## config.mk

```make
export PLATFORM = sky130hd
export DESIGN_NAME = delay_line_sched
export DESIGN_NICKNAME = d
export VERILOG_FILES = /design/src/rtl/delay_line_sched.sv
export SDC_FILE = /design/constraint.sdc
export NUM_CORES = 1
export LEC_CHECK = 0
export CELL_PAD_IN_SITES_DETAIL_PLACEMENT = 1
export CELL_PAD_IN_SITES_GLOBAL_PLACEMENT = 1
export CORE_MARGIN = 2
export CORE_UTILIZATION = 18
export CTS_CLUSTER_SIZE = 14
export DETAILED_ROUTE_END_ITERATION = 7
export GPL_TIMING_DRIVEN = 0
export PLACE_DENSITY = 0.72
export SYNTH_ARGS = -nofsm -noshare
export SYNTH_HDL_FRONTEND = slang
export SYNTH_SLANG_ARGS = --single-unit
```

## constraint.sdc

```tcl
create_clock -name clk -period 1.2 [get_ports clk]
set_input_delay 0.24 -clock clk [delete_from_list [all_inputs] [get_ports clk]]
set_output_delay 0.24 -clock clk [all_outputs]
set_load 0.03 [all_outputs]
```

## src/rtl/delay_line_sched.sv

```systemverilog
// delay_line_sched: round-robin scheduler that shares one fixed-latency delay line
// among M requesters. It grants one word per cycle into the line. A shadow valid/tag
// pipeline of the same depth routes each line output back to the requester that sent it.
// Optional feature: define DLS_FLUSH_EN to add a synchronous 'flush' input.
module delay_line_sched #(
    parameter int unsigned N     = 8,
    parameter int unsigned M     = 2,
    parameter int unsigned DELAY = 2
) (
    input  logic           clk,
    input  logic           rst_n,
`ifdef DLS_FLUSH_EN
    input  logic           flush,
`endif
    input  logic [M-1:0]   req_valid,
    input  logic [M*N-1:0] req_data,
    output logic [M-1:0]   req_ready,
    output logic [N-1:0]   line_idata,
    input  logic [N-1:0]   line_odata,
    output logic [M-1:0]   rsp_valid,
    output logic [N-1:0]   rsp_data,
    output logic [M-1:0]   busy,
    output logic           idle
);

    localparam int unsigned TW = (M > 1) ? $clog2(M) : 1;
    localparam int unsigned CW = (DELAY > 0) ? $clog2(DELAY + 1) : 1;

    if (DELAY < 1) begin : g_delay_check
        $error("delay_line_sched: DELAY must be at least 1");
    end
    if (M < 2 || M > 8) begin : g_m_check
        $error("delay_line_sched: M must be in 2..8");
    end

    logic          flush_w;
    logic [TW-1:0] rr_q;
    logic [TW-1:0] rr_next;
    logic [TW-1:0] grant_idx;
    logic          grant_any;
    logic          transfer;
    logic [DELAY-1:0] vld_q;
    logic [TW-1:0]    tag_q [DELAY];
    logic [CW-1:0]    cnt_q [M];

`ifdef DLS_FLUSH_EN
    assign flush_w = flush;
`else
    assign flush_w = 1'b0;
`endif

    // Round-robin search: first valid requester at or after the pointer, wrapping.
    always_comb begin
        int unsigned idx;
        grant_any = 1'b0;
        grant_idx = '0;
        idx       = 0;
        for (int unsigned k = 0; k < M; k++) begin
            idx = (32'(rr_q) + k) % M;
            if (!grant_any && req_valid[TW'(idx)]) begin
                grant_any = 1'b1;
                grant_idx = TW'(idx);
            end
        end
    end

    assign transfer = grant_any & ~flush_w;
    assign rr_next  = (grant_idx == TW'(M - 1)) ? '0 : grant_idx + TW'(1);

    // One-hot grant and line input mux; the line sees zero when nothing is accepted.
    always_comb begin
        req_ready  = '0;
        line_idata = '0;
        if (transfer) begin
            req_ready[grant_idx] = 1'b1;
            line_idata           = req_data[grant_idx*N +: N];
        end
    end

    // Pointer moves past the winner only when a word is actually taken.
    always_ff @(posedge clk or negedge rst_n) begin
        if (!rst_n) begin
            rr_q <= '0;
        end else if (transfer) begin
            rr_q <= rr_next;
        end
    end

    // Shadow pipeline mirrors the delay line; it never stalls, flush drops all valids.
    always_ff @(posedge clk or negedge rst_n) begin
        if (!rst_n) begin
            vld_q <= '0;
            for (int unsigned k = 0; k < DELAY; k++) begin
                tag_q[k] <= '0;
            end
        end else begin
            vld_q[0] <= transfer;
            tag_q[0] <= grant_idx;
            for (int unsigned k = 1; k < DELAY; k++) begin
                vld_q[k] <= vld_q[k-1];
                tag_q[k] <= tag_q[k-1];
            end
            if (flush_w) begin
                vld_q <= '0;
            end
        end
    end

    // Route the line output to its originator.
    always_comb begin
        rsp_valid = '0;
        if (vld_q[DELAY-1]) begin
            rsp_valid[tag_q[DELAY-1]] = 1'b1;
        end
    end

    assign rsp_data = line_odata;

    // Per-requester in-flight count; simultaneous accept and response cancel out.
    always_ff @(posedge clk or negedge rst_n) begin
        if (!rst_n) begin
            for (int unsigned i = 0; i < M; i++) begin
                cnt_q[i] <= '0;
            end
        end else begin
            for (int unsigned i = 0; i < M; i++) begin
                if (flush_w) begin
                    cnt_q[i] <= '0;
                end else if (req_ready[i] && !rsp_valid[i]) begin
                    cnt_q[i] <= cnt_q[i] + CW'(1);
                end else if (!req_ready[i] && rsp_valid[i]) begin
                    cnt_q[i] <= cnt_q[i] - CW'(1);
                end
            end
        end
    end

    // Status flags derived from the counters.
    always_comb begin
        for (int unsigned i = 0; i < M; i++) begin
            busy[i] = (cnt_q[i] != '0);
        end
        idle = ~|busy;
    end

endmodule

```

==> flow_summary_export.csv, run 1 <==
group,metric,value,unit
global_routing,first_global_vias,657,
route,detail-route-antenna-nets,0,
setup_path,worst-path-max-fanout,5,
logic_synthesis,synth-seq-area-share,41.1,%
setup_path,worst_setup_path_startpoint,"rr_q",
place,count_of_input_and_output_buffers,42,
route,drt_first_iter_violations,8,
logic_synthesis,post_synth_num_cell_types,15,
floorplan,die_w,59.2,µm
floorplan,ioPinCount,51,
place,placedCellCount,124,
clock_tree,cts_num_sinks,9,
place,detailed_placer_s_ending_hpwl,1370,µm
logic_synthesis,post_synth_instance_area,548,µm²
sta,timing.max_slew.rel_slack,71.5,%
floorplan,placementRows,20,
finish,most-common-layout-cells,"18 x buf_6, 17 x buf_4, 17 x clkdlybuf4s50_1",
clock_tree,cts_bufs_inserted,3,
setup_path,timing.critical_path.from_type,"register",
floorplan,vertical_die_dimension,59.2,µm
logic_synthesis,synthesis.yosys.warnings,0,
sta,timing.final.crit_share,137,%
logic_synthesis,syn_avg_cell_area,11.2,µm²
finish,final_net_count,139,
sta,layout_setup_ws,-0.438,ns
setup_path,critical_path.reg2reg.startpoint,"rr_q",
sta,finClkSkew,0.00235,ns
setup_path,worstSetupEndpointType,"output port",
power,p_per_area,1420,nW/µm²
outcome,status,"finished, violations left",
route,drt_drc_violations_left,0,
clock_tree,tritoncts,"yes",
clock_tree,cts-htree-levels,1,
logic_synthesis,synth.ff_latch_count,9,
global_routing,globalRouteTotalUtil,11.4,%
finish,finalCoreUtilization,42.5,%
global_routing,antenna_found_initial,0,
setup_path,cp.required,0.96,ns
sta,tmin_final,1.64,ns
global_routing,grt_first_pass_wirelength,3030,µm
sta,fin_setup_tns,-5.30,ns
logic_synthesis,syn-num-nets,79,
logic_synthesis,synth_area_leaders,"dfrtp_1 41%, a22o_2 15%, buf_4 11%",
logic_synthesis,synth_cells,49,
place,preCtsSetupSlack,-1.22,ns
finish,final_cell_count_no_fill,141,
run,drv_cap,0,
sta,max_freq,610,MHz
global_routing,grt_max_degree,10,
route,totalWireLength,1880,µm
finish,synthToLayoutAreaGrowth,131,%
sta,slew_viol_final,0,
setup_path,r2r-end,"cnt_q[3]",
logic_synthesis,synth.top_cell.area_share,41.1,%
sta,report.final.hold_viol_count,0,
sta,grt_setup_unrepaired,"true",
sta,slew_of_the_pin_with_the_lowest_slew_margin,0.426,ns
global_routing,gr-total-overflow,0,
clock_tree,worstSkewPairLatency,0.26,ns
outcome,violations_in_the_final_reports,"negative setup slack",
power,leakagePower,0.599,nW
clock_tree,cts.hold.buffers_added,0,
floorplan,placeableCoreArea,2980,µm²
setup_path,reg2reg_depth,7,
route,routedWlPerCell,13.3,µm
clock_tree,clockBufferDepth,2,
worst_hold_path,worst_min_delay_path_category,"in -> async",
clock_tree,clkSlewWorstSetupHoldPaths,0.07,ns
finish,mostFrequentLayoutCell,"buf_6",
finish,diodes,0,
floorplan,starting_density,18.4,%
logic_synthesis,largest_area_contributor_in_the_synthesized_netlist,"dfrtp_1",
finish,layout-drive-gt1-share,60.2,%
power,vdd.ir_drop.worst,381,µV
setup_path,rrSetupSlack,-0.37,ns
route,via_per_inst,4.27,
sta,hold-worst-slack,0.279,ns
route,detailroute.via_count,602,
floorplan,floorplan.die_area,3500,µm²
clock_tree,clock_tree.root_cell,"clkbuf_4",
route,drt_pass_1_iters,4,
setup_path,timing_worst_setup_path_type,"reg -> out",
sta,report.final.setup_viol,18,
setup_path,worst_ep_arrival_time,1.40,ns
place,gp_routability_congestion,0.807,
-- repair_timing --
item | 4_1_cts | 5_1_grt
endpoints found under the hold margin | 0 | 0
pin swaps | 13 | 7
gates resized for setup | 129 | 3
gates cloned | 1 | 0
setup buffers | 11 | 1
setup endpoints to repair | 27 | 19
-- layout make-up --
| class | instances | area (µm²) |
|---|---|---|
| buffer | 8 | 60.1 |
| clock buffer | 3 | 22.5 |
| clock inverter | 1 | 5.00 |
| fill | 327 | 1710 |
| inverter | 3 | 13.8 |
| multi-input combinational | 30 | 369 |
| sequential | 9 | 226 |
| tap | 33 | 41.3 |
| timing repair buffer | 54 | 528 |
-- critical path, stage by stage, from the launching register on --
cell	delay (ns)
dfrtp_2	0.45
buf_4	0.16
a21boi_4	0.22
a22o_2	0.18
buf_6	0.12
-- synth_stat cells --
master and n:
inv_2 1, nand2_1 1, nor2_1 4, a21boi_0 1, or2_2 3, nand2b_1 1
a21boi_4 2, a22o_2 8, xor2_1 4, inv_1 2, ha_1 2, xnor2_1 2
buf_4 8, a21oi_1 1, dfrtp_1 9
-- per-layer routing --
metal | vias to the layer above | wire length [µm] | part of all wire, % | track usage (%)
li1 | 279 | - | - | -
met1 | 297 | 716 | 38 | 12.9
met2 | 26 | 1070 | 57 | 21.9
met3 | 0 | 84 | 4.5 | 2.62
met4 | 0 | 0 | 0 | 1.95
met5 | - | 0 | 0 | 0
-- metrics by stage --
step	power, mW	cell area, µm²
after detailed placement	1.29	1060
after global routing	1.90	1270
final	1.80	1270
after global placement	1.26	1060
after CTS	1.76	1240
after floorplan	0.973	594
-- flip-flops by register name, indices dropped and copies added (netlist names) --
signal,count
cnt_q,4
rr_q,1
tag_q,2
vld_q,2
-- power by group --
| group | internal, mW | switching (mW) |
|---|---|---|
| clock network | 0.123 | 0.115 |
| logic | 0.597 | 0.515 |
| registers | 0.392 | 0.0547 |
| total | 1.11 | 0.685 |
-- logic make-up (layout without fill, tap and decap cells) --
family | count (synthesis) | after routing | share of synthesized area, %
xor gates and xnor gates | 6 | 6 | 9.59
DFF | 9 | 9 | 41.1
and+or+nand+nor | 9 | 9 | 7.99
AOI/OAI and AO/OA | 12 | 13 | 23.7
buffers and inverters | 11 | 69 | 13.0
adders and majority gates | 2 | 2 | 4.57
-- how the worst max path moves through the flow --
stage / cells past startpoint / endpoint
2_1_floorplan: 5 / cnt_q[3]
3_3_place_gp: 4 / line_idata[7]
3_5_place_dp: 4 / line_idata[4]
4_1_cts: 4 / line_idata[1]
5_1_grt: 4 / line_idata[2]
6_report: 4 / line_idata[2]
Power figures use the tool's default switching activity.
==> run 2, diff against run 1 <==
--- a/config.mk
+++ b/config.mk
@@ -5,6 +5,7 @@
 export SDC_FILE = /design/constraint.sdc
 export NUM_CORES = 1
 export LEC_CHECK = 0
+export CAP_MARGIN = 15
 export CELL_PAD_IN_SITES_DETAIL_PLACEMENT = 1
 export CELL_PAD_IN_SITES_GLOBAL_PLACEMENT = 1
 export CORE_MARGIN = 2
==> results of run 2 <==
The final DEF is identical to that of run 1; final timing and power are the same.
==> run 3, diff against run 2 <==
--- a/config.mk
+++ b/config.mk
@@ -12,6 +12,7 @@
 export CORE_UTILIZATION = 18
 export CTS_CLUSTER_SIZE = 14
 export DETAILED_ROUTE_END_ITERATION = 7
+export GPL_ROUTABILITY_DRIVEN = 1
 export GPL_TIMING_DRIVEN = 0
 export PLACE_DENSITY = 0.72
 export SYNTH_ARGS = -nofsm -noshare
==> results of run 3 <==
The final DEF is identical to that of run 1; final timing and power are the same.
